$ cat src/rtl/out_port_fifo.sv
// Output-port FIFO: queues values written to register O for a slow consumer.
// Ports: clk, reset (async, active-high); wen/din capture side;
//   out_valid/out_ready/out_data first-word-fall-through read side;
//   count/full/empty status; overflow sticky drop flag with ovf_clr;
//   last_val holds the most recently accepted value.
module out_port_fifo #(
  parameter int WIDTH = 4,
  parameter int DEPTH = 4
) (
  input  logic                     clk,
  input  logic                     reset,
  input  logic                     wen,
  input  logic [WIDTH-1:0]         din,
  input  logic                     out_ready,
  output logic                     out_valid,
  output logic [WIDTH-1:0]         out_data,
  output logic [$clog2(DEPTH):0]   count,
  output logic                     full,
  output logic                     empty,
  output logic                     overflow,
  input  logic                     ovf_clr,
  output logic [WIDTH-1:0]         last_val
);

  localparam int AW = $clog2(DEPTH);
  localparam int CW = AW + 1;
  localparam logic [CW-1:0] DEPTH_C = CW'(DEPTH);

  logic [WIDTH-1:0] mem [DEPTH];

  logic [AW-1:0]    rd_ptr_q, rd_ptr_d;
  logic [AW-1:0]    wr_ptr_q, wr_ptr_d;
  logic [CW-1:0]    count_q, count_d;
  logic             ovf_q, ovf_d;
  logic [WIDTH-1:0] last_q, last_d;

  logic is_empty, is_full;
  logic pop, push, drop;

  // Status comes from the occupancy counter; pointers alone are
  // ambiguous when they are equal.
  assign is_empty = (count_q == '0);
  assign is_full  = (count_q == DEPTH_C);

  assign pop  = !is_empty && out_ready;
  // A full FIFO still accepts when a slot frees in the same cycle.
  assign push = wen && (!is_full || pop);
  assign drop = wen && is_full && !pop;

  always_comb begin
    rd_ptr_d = rd_ptr_q;
    wr_ptr_d = wr_ptr_q;
    count_d  = count_q;
    ovf_d    = ovf_q;
    last_d   = last_q;
    if (pop)
      rd_ptr_d = rd_ptr_q + AW'(1);
    if (push) begin
      wr_ptr_d = wr_ptr_q + AW'(1);
      last_d   = din;
    end
    unique case ({push, pop})
      2'b10:   count_d = count_q + CW'(1);
      2'b01:   count_d = count_q - CW'(1);
      default: count_d = count_q;
    endcase
    // Set has priority over clear so a drop is never lost.
    if (drop)
      ovf_d = 1'b1;
    else if (ovf_clr)
      ovf_d = 1'b0;
  end

  always_ff @(posedge clk or posedge reset) begin
    if (reset) begin
      rd_ptr_q <= '0;
      wr_ptr_q <= '0;
      count_q  <= '0;
      ovf_q    <= 1'b0;
      last_q   <= '0;
    end else begin
      rd_ptr_q <= rd_ptr_d;
      wr_ptr_q <= wr_ptr_d;
      count_q  <= count_d;
      ovf_q    <= ovf_d;
      last_q   <= last_d;
    end
  end

  // Storage is never reset; entries are only visible once written.
  always_ff @(posedge clk) begin
    if (push)
      mem[wr_ptr_q] <= din;
  end

  assign out_valid = !is_empty;
  assign out_data  = is_empty ? '0 : mem[rd_ptr_q];
  assign count     = count_q;
  assign full      = is_full;
  assign empty     = is_empty;
  assign overflow  = ovf_q;
  assign last_val  = last_q;

endmodule

$ cat config.mk
export PLATFORM = sky130hd
export DESIGN_NAME = out_port_fifo
export DESIGN_NICKNAME = d
export VERILOG_FILES = /design/src/rtl/out_port_fifo.sv
export SDC_FILE = /design/constraint.sdc
export NUM_CORES = 1
export LEC_CHECK = 0
export BUFFER_PORTS_ARGS = -buffer_cell sky130_fd_sc_hd__buf_2
export CAP_MARGIN = 40
export CORE_AREA = 3 3 57 54
export CTS_CLUSTER_SIZE = 30
export DETAILED_ROUTE_END_ITERATION = 8
export DIE_AREA = 0 0 60 57
export PLACE_DENSITY = 0.75
export SLEW_MARGIN = 10
export SYNTH_ARGS = -nofsm -noshare
export SYNTH_HDL_FRONTEND = slang
export SYNTH_SLANG_ARGS = --single-unit
$ cat constraint.sdc
create_clock -name clk -period 2.9 [get_ports clk]
set_input_delay 0.435 -clock clk [delete_from_list [all_inputs] [get_ports clk]]
set_output_delay 0.435 -clock clk [all_outputs]
set_load 0.005 [all_outputs]
==> results by group, run 1 <==
Layout
  – Nets: roughly 130
  – Multi-input gate area: 478 µm²
  – Inserted Diodes: 0
  – Layout cells sized above 1: 0.336
  – Commonest cells after routing, fill and taps aside: buf_2, edfxtp_1, dfrtp_1, inv_1, nor2_1
  – Reg area: 781 µm²
  – Commonest non-fill, non-tap cell in the layout: buf_2
  – FILL cells: roughly 200
  – Area grow syn2layout: 10.4%

Floorplanning
  – Site Rows: 17
  – Core box area: between 2000 and 2500 µm²
  – Die width: 60 µm
  – Die height: 57 µm
  – Die area: ~3400 µm²
  – Starting Density: 0.544
  – IO Pins: 24

Clocking
  – Post-CTS Setup Bufs: 0
  – CTS tree: yes
  – Clock root buffer: clkbuf_4
  – Maximum root-to-sink buffer count: 2
  – H-tree depth: 1
  – TritonCTS Buffers: 3
  – Skew-Pair Late Insertion Delay: 0.32 ns
  – CTS sink cnt: 28
  – # hold bufs at CTS: 0
  – CTS clk-pin slew, worst paths: 0.14 ns
  – # resized after CTS: 0

STA
  – F_max: around 0.41 GHz
  – Final setup violation count: 0
  – Tcrit/Tclk final: 0.836
  – Final setup margin: 0.476 ns
  – Tmin final: 2.42 ns
  – Setup TNS: 0 ns
  – Final Hold Fails: 0
  – Worst-Margin Slew: 0.694 ns
  – Max-slew violation count: 0
  – RSZ-0062 raised after global routing: no
  – Worst clock skew: 0.00515 ns
  – Rel. slew slack: 0.536

Global routing
  – Initial antenna violation count: 0
  – Met3 usage: 0.0271
  – Met1 Use GR: 0.222
  – Largest net degree at the start of global routing: 16
  – First-pass GRT wire length: 3900 µm
  – GR Layer Usage met2: 0.239
  – Top Usage Layer GRT: met2
  – Vias in the first global route: 784
  – Tot GR Track Use: 0.154
  – Overflow after GRT: 0

Worst setup path
  – Reg2reg end: count[2]$_DFFE_PP0P_
  – FF-to-FF Start: count[1]$_DFFE_PP0P_
  – Worst Setup EP: count[2]$_DFFE_PP0P_
  – Worst reg2reg path depth: 7
  – Worst path cell trace: or3_2 -> nand2_1 -> or2_2 -> fa_1 -> or3b_2 -> nand3_1 -> o311ai_0
  – R2R Setup Slk: between 0.4 and 0.5 ns
  – Slowest stage delay, CP: 0.56 ns
  – CP startpoint kind: flip-flop
  – CP max FO: 10
  – Delay-heaviest family, CP: simple AND/OR/NAND/NOR gates
  – Setup crit end kind: flip-flop
  – Required @ worst endpoint: ~3 ns
  – Worst Path Buf+Inv: 0
  – Kind of critical path: flip-flop to flip-flop
  – Worst setup startpoint: count[1]$_DFFE_PP0P_
  – Arr. time, crit path: 2.61 ns
  – Critical path's slowest cell: dfrtp_1
  – Levels on crit path: 7

Power and ir drop
  – Clock share of power: 0.119
  – Leak: 0.615 nW
  – Seq pwr share: 0.486
  – Psw: approximately 480 µW
  – Worst IR drop on VDD: between 0.5 and 0.6 mV
  – Logic pwr share: 0.395
  – Pint: between 800 and 900 µW
  – PD cells: roughly 900 nW/µm²
  – Net switching fraction of the power: 0.353

Place
  – Gp weighted congestion: between 0.6 and 0.7
  – Port Buffers: 23
  – DPL Wire Length: around 1700 µm
  – Setup WS pre-CTS: roughly 0.5 ns

Route
  – Routed Antenna Nets: 0
  – Residual DRC: 0
  – Iter 0 DRT Violations: 36
  – DR vias/cell: roughly 5.3
  – Via Count: 777
  – Avg WL per Cell: 15.8 µm
  – Total Wirelength: 2320 µm
  – DRT Pass-1 Iters: 4

Yosys
  – Syn avg cell area: 13.7 µm²
  – Mapped cell area: about 1300 µm²
  – Top FF cell, synth: edfxtp_1
  – Cells after Synth: 98
  – Yosys Warn Count: 0
  – Seq/Total Area, Yosys: 0.582
  – Ys async rst share: 0.429
  – Seq cells post-synth: 28
  – Post-Synthesis Net Count: 112
  – Yosys cell types: 31
  – EDFF count, synth: 16

Worst hold path
  – Class of the worst hold path: primary input to asynchronous set/reset pin

Outcome
  – Status: finished, final reports clean

Run
  – Max_cap viols: 0
flip-flops by register name, indices dropped and copies added, names as in the netlist:
name and flops:
overflow 1, count 3, wr_ptr_q 2, mem 16, last_val 4, rd_ptr_q 2
kinds of logic after synthesis:
family,synth area share
AOI/OAI and AO/OA,0.0765
xor gates and xnor gates,0.0326
muxes,0.109
adders and majority gates,0.0522
and+or+nand+nor,0.0858
buffers and inverters,0.0616
DFF,0.582
Yosys cell counts (all sizes together) (2+ instances only):
master | count | area, µm²
a22oi | 2 | 15.0
and2 | 4 | 25.0
buf | 2 | 22.5
clkbuf | 4 | 15.0
dfrtp | 12 | 300
edfxtp | 16 | 480
ha | 4 | 50.1
inv | 12 | 45.0
mux2 | 5 | 56.3
mux4 | 4 | 90.1
nand2 | 2 | 7.51
nand3 | 2 | 10.0
nor2 | 6 | 22.5
o21a | 2 | 15.0
o21ai | 3 | 15.0
xnor2 | 4 | 35.0
per-stage QoR:
step | hold slack (ns) | instances | util | area (µm²) | total power [mW]
after floorplan | 0.300 | 98 | - | 1340 | 1.05
after global placement | 0.481 | 143 | 0.589 | 1450 | 1.18
after detailed placement | 0.491 | 143 | 0.589 | 1450 | 1.22
after CTS | 0.119 | 147 | 0.600 | 1480 | 1.38
after global routing | 0.124 | 147 | 0.600 | 1480 | 1.47
final | 0.108 | 147 | 0.600 | 1480 | 1.36
worst min-delay path by stage:
| stage | to | from | slack (ns) |
|---|---|---|---|
| global route | wr_ptr_q[0]$_DFFE_PP0P_ | reset | 0.12 |
| detailed placement | wr_ptr_q[0]$_DFFE_PP0P_ | reset | 0.49 |
| global placement | overflow$_DFFE_PP0P_ | reset | 0.48 |
| finish | wr_ptr_q[1]$_DFFE_PP0P_ | reset | 0.11 |
| floorplan | count[0]$_DFFE_PP0P_ | reset | 0.30 |
| CTS | wr_ptr_q[0]$_DFFE_PP0P_ | reset | 0.12 |
cell type report:
cell class	count	share of cell area
tap	28	0.0237
inverter	12	0.0304
sequential	28	0.527
multi-input combinational	52	0.323
timing repair buffer	23	0.0778
clock buffer	4	0.0178
per-layer routing:
metal  wire length, µm  vias to the layer above
met5                 0                        -
met4                17                        0
met3                69                        2
met2              1140                       13
met1              1100                      377
li1                  -                      385
power by group through the flow:
stage	Sequential (mW)	Clock, mW	Combinational (mW)
4_1_cts	0.662	0.170	0.548
3_5_place_dp	0.671	0	0.546
2_1_floorplan	0.607	0	0.441
3_3_place_gp	0.656	0	0.519
6_report	0.659	0.161	0.536
5_1_grt	0.681	0.188	0.605
(Power assumes the default switching activity.)
==> run 2: changes to the inputs <==
Settings changed: ABC_AREA from default to 1, CORE_AREA 3 3 57 54 to 3 3 59 56, DIE_AREA 0 0 60 57 to 0 0 62 59, PLACE_DENSITY 0.75 to 0.71.
Clock period 2.9 ns to 1.95 ns, I/O delays scaled along.
==> run 2 against run 1 <==
Global-route usage is 1.1 points lower. Design area rose by 1.3%. Final cell count grew 29%. Setup slack got worse by 0.27 ns. Critical path depth fell by 3. Clock power rose by 140%. Synthesized cell count rose by 27%. Routed wire length up 0.43%. Power grew 55%. Combinational power up 49%. Sequential power increased by 40%. Highest routed layer unchanged.
==> results by group, run 2 <==
Route
  – Total Wirelength: 2330 µm
  – Met2 wire length: between 1000 and 1500 µm
  – DR vias/cell: 4.86
  – Routed Antenna Nets: 0
  – Wire length on met3: between 100 and 150 µm
  – Via Count: around 900
  – Max Used Layer: met4
  – Iter 0 DRT Violations: 79
  – Avg WL per Cell: 12.3 µm
  – Metal1 wirelength: 1020 µm
  – DRT Pass-1 Iters: 4
  – Residual DRC: 0

STA
  – Tcrit/Tclk final: 0.894
  – Worst clock skew: about 0.0020 ns
  – Rel. slew slack: 0.692
  – Setup TNS: 0 ns
  – Final Hold Fails: 0
  – Worst-Margin Slew: 0.461 ns
  – Final setup violation count: 0
  – Max-slew violation count: 0
  – F_max: 0.573 GHz
  – RSZ-0062 raised after global routing: no
  – Tmin final: 1.74 ns

Outcome
  – Status: finished, final reports clean

Run
  – Max_cap viols: 0

Floorplanning
  – Die area: 3660 µm²
  – Site Rows: 18
  – Starting Density: 0.472
  – Die height: 59 µm
  – IO Pins: 24
  – Die width: 62 µm
  – Core box area: around 2700 µm²

Yosys
  – Post-Synthesis Net Count: 138
  – EDFF count, synth: 16
  – Cells after Synth: 124
  – Ys async rst share: 0.429
  – Seq/Total Area, Yosys: 0.607
  – Top FF cell, synth: edfxtp_1
  – Seq cells post-synth: 28
  – Synth top area share: 0.374
  – Yosys cell types: 19
  – Syn avg cell area: just over 10 µm²
  – Most frequent cells after synthesis: inv_1, nor2_1, edfxtp_1, dfrtp_1, o21ai_0
  – Yosys Warn Count: 0
  – Mapped cell area: 1290 µm²
  – Yosys top cell by area: edfxtp_1
  – Ranking of synthesized cells by area: edfxtp_1, dfrtp_1, inv_1

Place
  – DPL Wire Length: 1820 µm
  – Gp weighted congestion: 0.867
  – Port Buffers: 23
  – Number of cells after detailed placement: 185

Layout
  – Layout cells sized above 1: 0.240
  – Commonest cells after routing, fill and taps aside: inv_1, nor2_1, buf_2, edfxtp_1, o21ai_0
  – Largest register FFs: 16
  – Final std cells w/o fill: 190
  – Inserted Diodes: 0
  – Area grow syn2layout: 16.5%
  – Nets: about 170
  – FILL cells: 236
  – Biggest register: mem

Global routing
  – Initial antenna violation count: 0
  – First-pass GRT wire length: slightly below 4000 µm
  – Largest net degree at the start of global routing: 17
  – Vias in the first global route: roughly 850
  – Tot GR Track Use: 0.144
  – Overflow after GRT: 0

Worst setup path
  – Critical path's slowest cell: dfrtp_2
  – CP max FO: 10
  – Worst path cell trace: inv_1 -> o21ai_0 -> a21oi_1 -> buf_2
  – Arr. time, crit path: 1.45 ns
  – Delay-heaviest family, CP: flip-flops
  – Required @ worst endpoint: 1.66 ns
  – Worst Path Buf+Inv: 2
  – CP startpoint kind: flip-flop
  – Kind of critical path: flip-flop to output port
  – Slowest stage delay, CP: roughly 0.5 ns
  – Setup crit end kind: output port

Clocking
  – H-tree depth: 1
  – Clock root buffer: clkbuf_4
  – TritonCTS Buffers: 3
  – Maximum root-to-sink buffer count: 2
  – CTS sink cnt: 28
  – CTS tree: yes
  – CTS clk-pin slew, worst paths: 0.15 ns
  – Skew-Pair Late Insertion Delay: approximately 0.33 ns

Power and ir drop
  – PnR Total Power: 2.10 mW
  – PD cells: 1400 nW/µm²
  – Worst IR drop on VDD: roughly 0.45 mV
  – Leak: roughly 0.70 nW

Worst hold path
  – Class of the worst hold path: primary input to flip-flop
-- run 2: worst reg2reg max path: stages (launching register included) --
cell	delay, ns
dfrtp_1	0.43
inv_1	0.09
nand2_2	0.13
nand3_1	0.16
fa_1	0.45
inv_1	0.09
nand4_1	0.09
nand3_1	0.08
nand2_1	0.05
inv_1	0.04
-- run 2: metal layers --
layer | GRT usage | vias up
met2 | 0.231 | 27
li1 | - | 449
met3 | 0.0261 | 7
met1 | 0.186 | 440
met4 | 0.0667 | 0
met5 | 0 | -
-- run 2: area by class of cell --
type / count / area, µm² / area share
well taps: 40 / 50.0 / 0.0334
multi-input cells: 71 / 403 / 0.269
inverters: 23 / 86.3 / 0.0576
flip-flops and latches: 28 / 782 / 0.522
repair buffers: 24 / 125 / 0.0835
clock buffers: 3 / 22.5 / 0.0150
clock inverters: 1 / 30.0 / 0.0200
-- run 2: repair_timing --
item | 4_1_cts | 5_1_grt
hold buffers | 1 | 0
setup buffers | 0 | 0
resized for setup | 0 | 1
hold endpoints to repair | 12 | 0
endpoints found under the setup margin | 0 | 1
-- run 2: report_power, final --
group	total (mW)	switching (mW)	leakage, nW	internal, mW
registers	0.923	0.124	0.289	0.799
clock network	0.380	0.172	0.0279	0.208
logic	0.799	0.471	0.384	0.328
total	2.10	0.768	0.702	1.33
-- run 2: stage by stage --
stage | worst slack [ns] | hold WS [ns] | utilization | area, µm²
CTS | 0.135 | 0.125 | 0.550 | 1500
detailed placement | 0.336 | 0.335 | 0.527 | 1440
global route | 0.0711 | 0.0979 | 0.550 | 1500
finish | 0.206 | 0.135 | 0.550 | 1500
floorplan | 0.449 | 0.157 | - | 1290
global placement | 0.441 | 0.318 | 0.527 | 1440
-- run 2: path summary, 6_finish.rpt --
path	from	to	slack (ns)	depth (start not counted)
max	rd_ptr_q[0]$_DFFE_PP0N_	out_data[2]	0.21	4
min	ovf_clr	overflow$_DFFE_PP0P_	0.14	2
max reg2reg	count[2]$_DFFE_PP0P_	count[2]$_DFFE_PP0P_	0.31	9
min reg2reg	last_val[2]$_DFFE_PP0P_	last_val[2]$_DFFE_PP0P_	0.51	2
max in group asynchronous	reset	rd_ptr_q[0]$_DFFE_PP0N_	1.12	3
min in group asynchronous	reset	wr_ptr_q[1]$_DFFE_PP0P_	0.49	3
-- run 2: cells by family after synthesis --
family,after synthesis,share of synthesized area
AOI/OAI and AO/OA,21,0.0963
and+or+nand+nor,42,0.142
DFF,28,0.607
buffers and inverters,25,0.0798
xor gates and xnor gates,3,0.0204
adders and majority gates,5,0.0545
